===== src/rtl/egd_pkg.sv =====
// ---------------------------------------------------------------------------
// egd_pkg
//   Shared types and constants for the exp-Golomb stream controller slice.
//   - egd_state_e : sequencer states
//   - SEL_*       : element-type codes carried on cmd_sel_i / dec_sel_o
//   - DEF_*       : default widths used by the controller and bit buffer
// ---------------------------------------------------------------------------
package egd_pkg;

    localparam int DEF_WORD_W = 16;
    localparam int DEF_BUF_W  = 32;
    localparam int DEF_VAL_W  = 8;
    localparam int DEF_LEN_W  = 5;
    localparam int DEF_CNT_W  = 8;
    // fill count spans 0..BUF_W inclusive, so one bit wider than log2(BUF_W)
    localparam int FILL_W     = 6;

    localparam logic [1:0] SEL_UE   = 2'b00;
    localparam logic [1:0] SEL_SE   = 2'b01;
    localparam logic [1:0] SEL_TE   = 2'b10;
    localparam logic [1:0] SEL_RSVD = 2'b11;

    typedef enum logic [2:0] {
        IDLE      = 3'd0,
        WAIT_BITS = 3'd1,
        START     = 3'd2,
        WAIT_DEC  = 3'd3,
        CONSUME   = 3'd4,
        EMIT      = 3'd5,
        ERR       = 3'd6
    } egd_state_e;

endpackage


===== src/rtl/egd_bit_buffer.sv =====
// ---------------------------------------------------------------------------
// egd_bit_buffer
//   MSB-aligned bit buffer feeding the decoder window. New words are appended
//   directly below the currently valid bits; consumed bits are shifted out of
//   the top with zeros filling from the bottom.
// Ports
//   clk, reset_n    clock, synchronous active-low reset
//   load_i          append load_word_i below the valid bits (fill += WORD_W)
//   load_word_i     word to append, first bit at MSB
//   consume_i       drop consume_len_i bits from the top
//   consume_len_i   number of bits to drop
//   window_o        top WORD_W bits of the buffer
//   fill_o          number of valid bits, 0..BUF_W
// ---------------------------------------------------------------------------
module egd_bit_buffer
    import egd_pkg::*;
#(
    parameter int WORD_W = DEF_WORD_W,
    parameter int BUF_W  = DEF_BUF_W,
    parameter int LEN_W  = DEF_LEN_W
) (
    input  logic              clk,
    input  logic              reset_n,
    input  logic              load_i,
    input  logic [WORD_W-1:0] load_word_i,
    input  logic              consume_i,
    input  logic [LEN_W-1:0]  consume_len_i,
    output logic [WORD_W-1:0] window_o,
    output logic [FILL_W-1:0] fill_o
);

    logic [BUF_W-1:0]  bits_q, bits_d;
    logic [FILL_W-1:0] fill_q, fill_d;
    logic [BUF_W-1:0]  load_ext;
    logic [BUF_W-1:0]  load_mask;

    always_comb begin
        load_ext  = {load_word_i, {(BUF_W-WORD_W){1'b0}}} >> fill_q;
        load_mask = {{WORD_W{1'b1}}, {(BUF_W-WORD_W){1'b0}}} >> fill_q;
        bits_d    = bits_q;
        fill_d    = fill_q;
        // The controller never asserts both; load wins only as a safe default.
        if (load_i) begin
            bits_d = (bits_q & ~load_mask) | load_ext;
            fill_d = fill_q + FILL_W'(WORD_W);
        end else if (consume_i) begin
            bits_d = bits_q << consume_len_i;
            fill_d = fill_q - FILL_W'(consume_len_i);
        end
    end

    always_ff @(posedge clk) begin
        if (!reset_n) begin
            bits_q <= '0;
            fill_q <= '0;
        end else begin
            bits_q <= bits_d;
            fill_q <= fill_d;
        end
    end

    assign window_o = bits_q[BUF_W-1 -: WORD_W];
    assign fill_o   = fill_q;

endmodule


===== src/rtl/egd_stream_ctrl.sv =====
// ---------------------------------------------------------------------------
// egd_stream_ctrl
//   Sequencer in front of the exp-Golomb decoder. Buffers bitstream words,
//   accepts "decode N elements of type SEL" commands, hands the decoder an
//   MSB-aligned window per element, drops the reported codeword length and
//   returns each decoded value on a valid/ready port.
// Ports
//   clk, reset_n                 clock, synchronous active-low reset
//   word_data/valid/ready        bitstream word input (first bit at MSB)
//   cmd_sel/count/valid/ready    command input (sel: ue/se/te/reserved)
//   dec_window_o, dec_sel_o      window and element type to the decoder
//   dec_start_o                  one-cycle decode request
//   dec_value/len/done_i         decoder result
//   sym_data/valid/ready         decoded element output
//   bits_avail_o                 buffer fill, 0..32
//   busy_o                       sequencer not idle
//   err_o                        sticky protocol error (cleared by reset only)
//
// state     | meaning
// ----------+-------------------------------------------------------------
// IDLE      | waiting for a command
// WAIT_BITS | element pending, waiting for a full window of bits
// START     | pulse dec_start_o
// WAIT_DEC  | waiting for dec_done_i, capture value/len
// CONSUME   | shift consumed bits out, count element
// EMIT      | offer decoded value until the sink takes it
// ERR       | protocol error, everything stalled until reset
// ---------------------------------------------------------------------------
module egd_stream_ctrl
    import egd_pkg::*;
#(
    parameter int WORD_W = DEF_WORD_W,
    parameter int BUF_W  = DEF_BUF_W,
    parameter int VAL_W  = DEF_VAL_W,
    parameter int LEN_W  = DEF_LEN_W,
    parameter int CNT_W  = DEF_CNT_W
) (
    input  logic              clk,
    input  logic              reset_n,
    input  logic [WORD_W-1:0] word_data_i,
    input  logic              word_valid_i,
    output logic              word_ready_o,
    input  logic [1:0]        cmd_sel_i,
    input  logic [CNT_W-1:0]  cmd_count_i,
    input  logic              cmd_valid_i,
    output logic              cmd_ready_o,
    output logic [WORD_W-1:0] dec_window_o,
    output logic [1:0]        dec_sel_o,
    output logic              dec_start_o,
    input  logic [VAL_W-1:0]  dec_value_i,
    input  logic [LEN_W-1:0]  dec_len_i,
    input  logic              dec_done_i,
    output logic [VAL_W-1:0]  sym_data_o,
    output logic              sym_valid_o,
    input  logic              sym_ready_i,
    output logic [5:0]        bits_avail_o,
    output logic              busy_o,
    output logic              err_o
);

    egd_state_e        state_q, state_d;
    logic [1:0]        sel_q, sel_d;
    logic [CNT_W-1:0]  remaining_q, remaining_d;
    logic [VAL_W-1:0]  value_q, value_d;
    logic [LEN_W-1:0]  len_q, len_d;

    logic [FILL_W-1:0] fill;
    logic              buf_load;
    logic              buf_consume;

    egd_bit_buffer #(
        .WORD_W (WORD_W),
        .BUF_W  (BUF_W),
        .LEN_W  (LEN_W)
    ) u_bit_buffer (
        .clk           (clk),
        .reset_n       (reset_n),
        .load_i        (buf_load),
        .load_word_i   (word_data_i),
        .consume_i     (buf_consume),
        .consume_len_i (len_q),
        .window_o      (dec_window_o),
        .fill_o        (fill)
    );

    // Blocking words during CONSUME keeps load and shift mutually exclusive.
    assign word_ready_o = (fill <= FILL_W'(BUF_W - WORD_W))
                          && (state_q != CONSUME) && (state_q != ERR);
    assign buf_load     = word_valid_i && word_ready_o;
    assign buf_consume  = (state_q == CONSUME);

    assign dec_sel_o    = sel_q;
    assign sym_data_o   = value_q;
    assign bits_avail_o = 6'(fill);
    assign busy_o       = (state_q != IDLE);
    assign err_o        = (state_q == ERR);

    always_comb begin
        state_d     = state_q;
        sel_d       = sel_q;
        remaining_d = remaining_q;
        value_d     = value_q;
        len_d       = len_q;
        cmd_ready_o = 1'b0;
        dec_start_o = 1'b0;
        sym_valid_o = 1'b0;

        case (state_q)
            IDLE: begin
                cmd_ready_o = 1'b1;
                if (cmd_valid_i) begin
                    sel_d       = cmd_sel_i;
                    remaining_d = cmd_count_i;
                    if (cmd_sel_i == SEL_RSVD) begin
                        state_d = ERR;
                    end else if (cmd_count_i != '0) begin
                        state_d = WAIT_BITS;
                    end
                end
            end
            WAIT_BITS: begin
                if (fill >= FILL_W'(WORD_W)) begin
                    state_d = START;
                end
            end
            START: begin
                dec_start_o = 1'b1;
                state_d     = WAIT_DEC;
            end
            WAIT_DEC: begin
                if (dec_done_i) begin
                    value_d = dec_value_i;
                    len_d   = dec_len_i;
                    // A zero or over-window length would desynchronise the stream.
                    if ((dec_len_i == '0) || (dec_len_i > LEN_W'(WORD_W))) begin
                        state_d = ERR;
                    end else begin
                        state_d = CONSUME;
                    end
                end
            end
            CONSUME: begin
                remaining_d = remaining_q - CNT_W'(1);
                state_d     = EMIT;
            end
            EMIT: begin
                sym_valid_o = 1'b1;
                if (sym_ready_i) begin
                    state_d = (remaining_q == '0) ? IDLE : WAIT_BITS;
                end
            end
            ERR: begin
                state_d = ERR;
            end
            default: begin
                state_d = ERR;
            end
        endcase
    end

    always_ff @(posedge clk) begin
        if (!reset_n) begin
            state_q     <= IDLE;
            sel_q       <= '0;
            remaining_q <= '0;
            value_q     <= '0;
            len_q       <= '0;
        end else begin
            state_q     <= state_d;
            sel_q       <= sel_d;
            remaining_q <= remaining_d;
            value_q     <= value_d;
            len_q       <= len_d;
        end
    end

endmodule


===== config.mk =====
export PLATFORM = sky130hd
export DESIGN_NAME = egd_stream_ctrl
export DESIGN_NICKNAME = d
export VERILOG_FILES = /design/src/rtl/egd_pkg.sv /design/src/rtl/egd_bit_buffer.sv /design/src/rtl/egd_stream_ctrl.sv
export SDC_FILE = /design/constraint.sdc
export NUM_CORES = 1
export LEC_CHECK = 0
export ABC_AREA = 1
export CORE_ASPECT_RATIO = 0.75
export CORE_MARGIN = 3
export CORE_UTILIZATION = 35
export DETAILED_ROUTE_END_ITERATION = 8
export PLACE_DENSITY = 0.58
export REMOVE_ABC_BUFFERS = 1
export SYNTH_ARGS = -nofsm -noshare
export SYNTH_HDL_FRONTEND = slang
export SYNTH_SLANG_ARGS = --single-unit

===== constraint.sdc =====
create_clock -name clk -period 3.8 [get_ports clk]
set_input_delay 0.76 -clock clk [delete_from_list [all_inputs] [get_ports clk]]
set_output_delay 0.76 -clock clk [all_outputs]
set_load 0.01 [all_outputs]

==> results.ini <==
[synthesis]
netlist_instances = 1127
synth-edff-count = 0
synth_top_flop_cell = dfxtp_1
yosysUniqueCellTypes = 45
synth.cell_area_mm2 = 0.00635
synth_seq_cells = 64
yosysWarnings = 0
syn_avg_cell_area_um2 = 5.64
synthArstFlopShare = 0
seq_area_frac_synth = 0.202

[critical_path]
worst_r2r_endpoint = u_bit_buffer.bits_q[19]
highest_net_fanout_along_the_worst_path = 22
critPathSlowestCell = dfxtp_1
setup.worst_path.class = flop to primary output
r2r_start = u_bit_buffer.fill_o[5]
critical-path-top-delay-family = buffers and inverters
critical-path-max-stage-delay_ns = 0.66
critPathBufInv = 3
required_ns = 3.04
r2r_setup_slack_ns = 0.90
critical_path_depth = 6
critical_path.cell_chain = inv_1 > buf_4 > ha_1 > o21ai_1 > a21oi_1 > clkdlybuf4s50_1
crit_path_end_kind = primary output
worst_setup_path_start_kind = flop
cp_data_arrival_time_ns = 2.35
ff2ff_path_depth = 12

[floorplan]
core.rowCount = 41
fp.coreArea_mm2 = 0.0173
floorplan.die.height_um = 123
boundaryPins = 83
die_area_mm2 = 0.0198
floorplan.initialDensity = 0.367
die-width_um = 162

[final_layout]
fin_area_mm2 = 0.00747
post_route_cells_drive_above_1_share = 0.0544
final_core_util = 0.432
final_common_cell = nand2_1
num_antenna_cells = 0
commonest_cells_after_routing_fill_and_taps_aside = nand2_1 (356), nand3_1 (246), o21ai_0 (84)
finish.net_count = 1210
syn2layout_area_growth_pct = 17.5

[clock_tree]
cts-root-to-sink-buffers = 2
insertion_delay_ns = 0.34
cts_resized = 0
cts.hold.buffers_added = 0
cts_tree = done
clock-sinks = 64
clock_transition_at_path_regs_ns = 0.06
post_cts_buffers = 0
htreeDepth = 3
clockRootBuffer = clkbuf_16
tritoncts.num_buffers = 9

[detailed_routing]
met3_length_um = 2750
wire_length_on_met2_um = 9880
wirelength_um = 25600
routedLengthMet1_um = 12500
drt_pass1_iterations = 6
highest-signal-layer = met4
route.detailed.wl_per_inst_um = 18.3
drt.antenna.violating_nets = 0
drt_iter0_drcs = 1110
post_drt_via_cell_ratio = 5.61
detailroute.via_count = 7831
drcViolationCount = 0

[sta]
finalHoldViolCount = 0
final.period_utilization = 0.818
unrepaired_setup_endpoints_after_global_routing = false
timing.fmax_ghz = 0.322
finalSetupViolations = 0
skew_ns = 0.0123
period_minus_slack_ns = 3.11
final_max_slew_viols = 0
setup_tns_ns = 0
max_transition_margin = 0.538
tightest_slew_ns = 0.692

[placed_design]
finalWeightedCongestion = 0.964
hpwl_reported_at_the_end_of_detailed_placement_um = 19600
io_buffers = 82
dpl_cell_area_mm2 = 0.00713

[power_and_ir_drop]
power.density_cell_area_mw_per_mm2 = 880
ir_drop_mv = 0.448
p_leak_nw = 3.24

[global_route]
largest_net_degree_at_the_start_of_global_routing = 36
vias_in_the_first_global_route = 6990
grt_remaining_overflow = 0
grtUsageTotal = 0.257
antenna_found_initial = 0
grt_pass1_wl_um = 40000

[hold_path]
timing.hold.worst.start = remaining_q[5]
min_delay_worst_endpoint = remaining_q[5]
worst_hold_path.num_cells = 2
hold_path.class = flop to flop

[outcome]
run_status = complete, no violations

[job]
cap_viol_max_count = 0

-- synth_stat cells, types with 2 or more instances --
cell	n	area [µm²]
buf_6	5	56.3
nor2_1	64	240
a22oi_1	7	52.6
clkinv_1	4	15.0
nand4_1	10	62.6
o21a_1	3	22.5
o21ai_1	2	10.0
o31ai_1	4	30.0
nor4_1	3	18.8
inv_2	11	41.3
or2_2	2	12.5
buf_1	2	7.51
nand3_1	246	1230
nand3_2	3	30.0
a21oi_2	2	17.5
xor2_1	4	35.0
o21ai_0	84	420
ha_1	10	125
buf_2	30	150
nand2_2	4	25.0
dfxtp_1	64	1280
nor2_2	5	31.3
clkbuf_1	26	97.6
o211ai_1	7	52.6
nor3_1	4	20.0
nand2_1	356	1340
nand3b_1	2	15.0
buf_4	18	135
o22ai_1	2	12.5
inv_1	47	176
a211oi_1	3	22.5
a31oi_1	7	43.8
a21oi_1	74	370
-- per-stage QoR --
step	power [mW]	std cells	hold WS [ns]	setup slack (ns)
floorplan	3.94	1046	0.439	0.976
global placement	5.54	1379	0.449	1.09
CTS	6.48	1395	0.461	0.698
global route	7.13	1395	0.488	0.552
detailed placement	5.51	1379	0.452	0.960
finish	6.57	1395	0.463	0.693
-- power breakdown --
part           internal (mW)  leakage, nW  switching, mW  total (mW)
clock                  0.612        0.159          0.326       0.938
sequential             0.906        0.523          0.418        1.32
combinational           1.45         2.56           2.86        4.31
-- sequential cells by signal, indices dropped and copies added (netlist names) --
name                 count
remaining_q              8
len_q                    5
state_q                  3
u_bit_buffer.bits_q     32
dec_sel_o                2
sym_data_o               8
u_bit_buffer.fill_o      6
-- area by class of cell --
cell class	instances	area, µm²
repair buffers	97	933
fillers	1942	9820
well taps	236	295
clock buffers	12	256
flip-flops and latches	64	1280
inverters	62	233
multi-input cells	920	4390
clock inverters	4	76.3
-- kinds of logic (layout without fill, tap and decap cells) --
kind of cell / after synthesis / in the layout / share of synthesized area
fa+ha+maj: 11 / 11 / 0.0228
flops: 64 / 64 / 0.202
xor+xnor: 5 / 5 / 0.00689
simple gates: 705 / 705 / 0.488
buf+inv: 143 / 175 / 0.107
compound gates: 199 / 199 / 0.173
-- worst max-delay path by stage --
stage                              end                   start  slack [ns]
5_1_grt                   word_ready_o  u_bit_buffer.fill_o[5]        0.55
3_5_place_dp   u_bit_buffer.bits_q[19]  u_bit_buffer.fill_o[5]        0.96
3_3_place_gp   u_bit_buffer.bits_q[19]  u_bit_buffer.fill_o[5]        1.09
2_1_floorplan   u_bit_buffer.fill_o[4]                len_q[1]        0.98
6_report                  word_ready_o  u_bit_buffer.fill_o[5]        0.69
4_1_cts                   word_ready_o  u_bit_buffer.fill_o[5]        0.70
-- per-layer routing --
layer	vias to the layer above	track usage
met5	-	0
met4	0	0.0575
met3	34	0.0813
met2	350	0.344
met1	3592	0.393
li1	3855	-
-- worst reg2reg max path, stage by stage (launching register included) --
cell and delay [ns]:
dfxtp_1 0.66, inv_1 0.09, buf_4 0.23, ha_1 0.26, o21ai_1 0.20, inv_1 0.07, nand3_2 0.27, nand2_2 0.15
inv_1 0.40, o21ai_0 0.16, o21ai_0 0.17, inv_1 0.05, a21oi_1 0.12
Note: power is estimated with default switching activity, not from simulation.
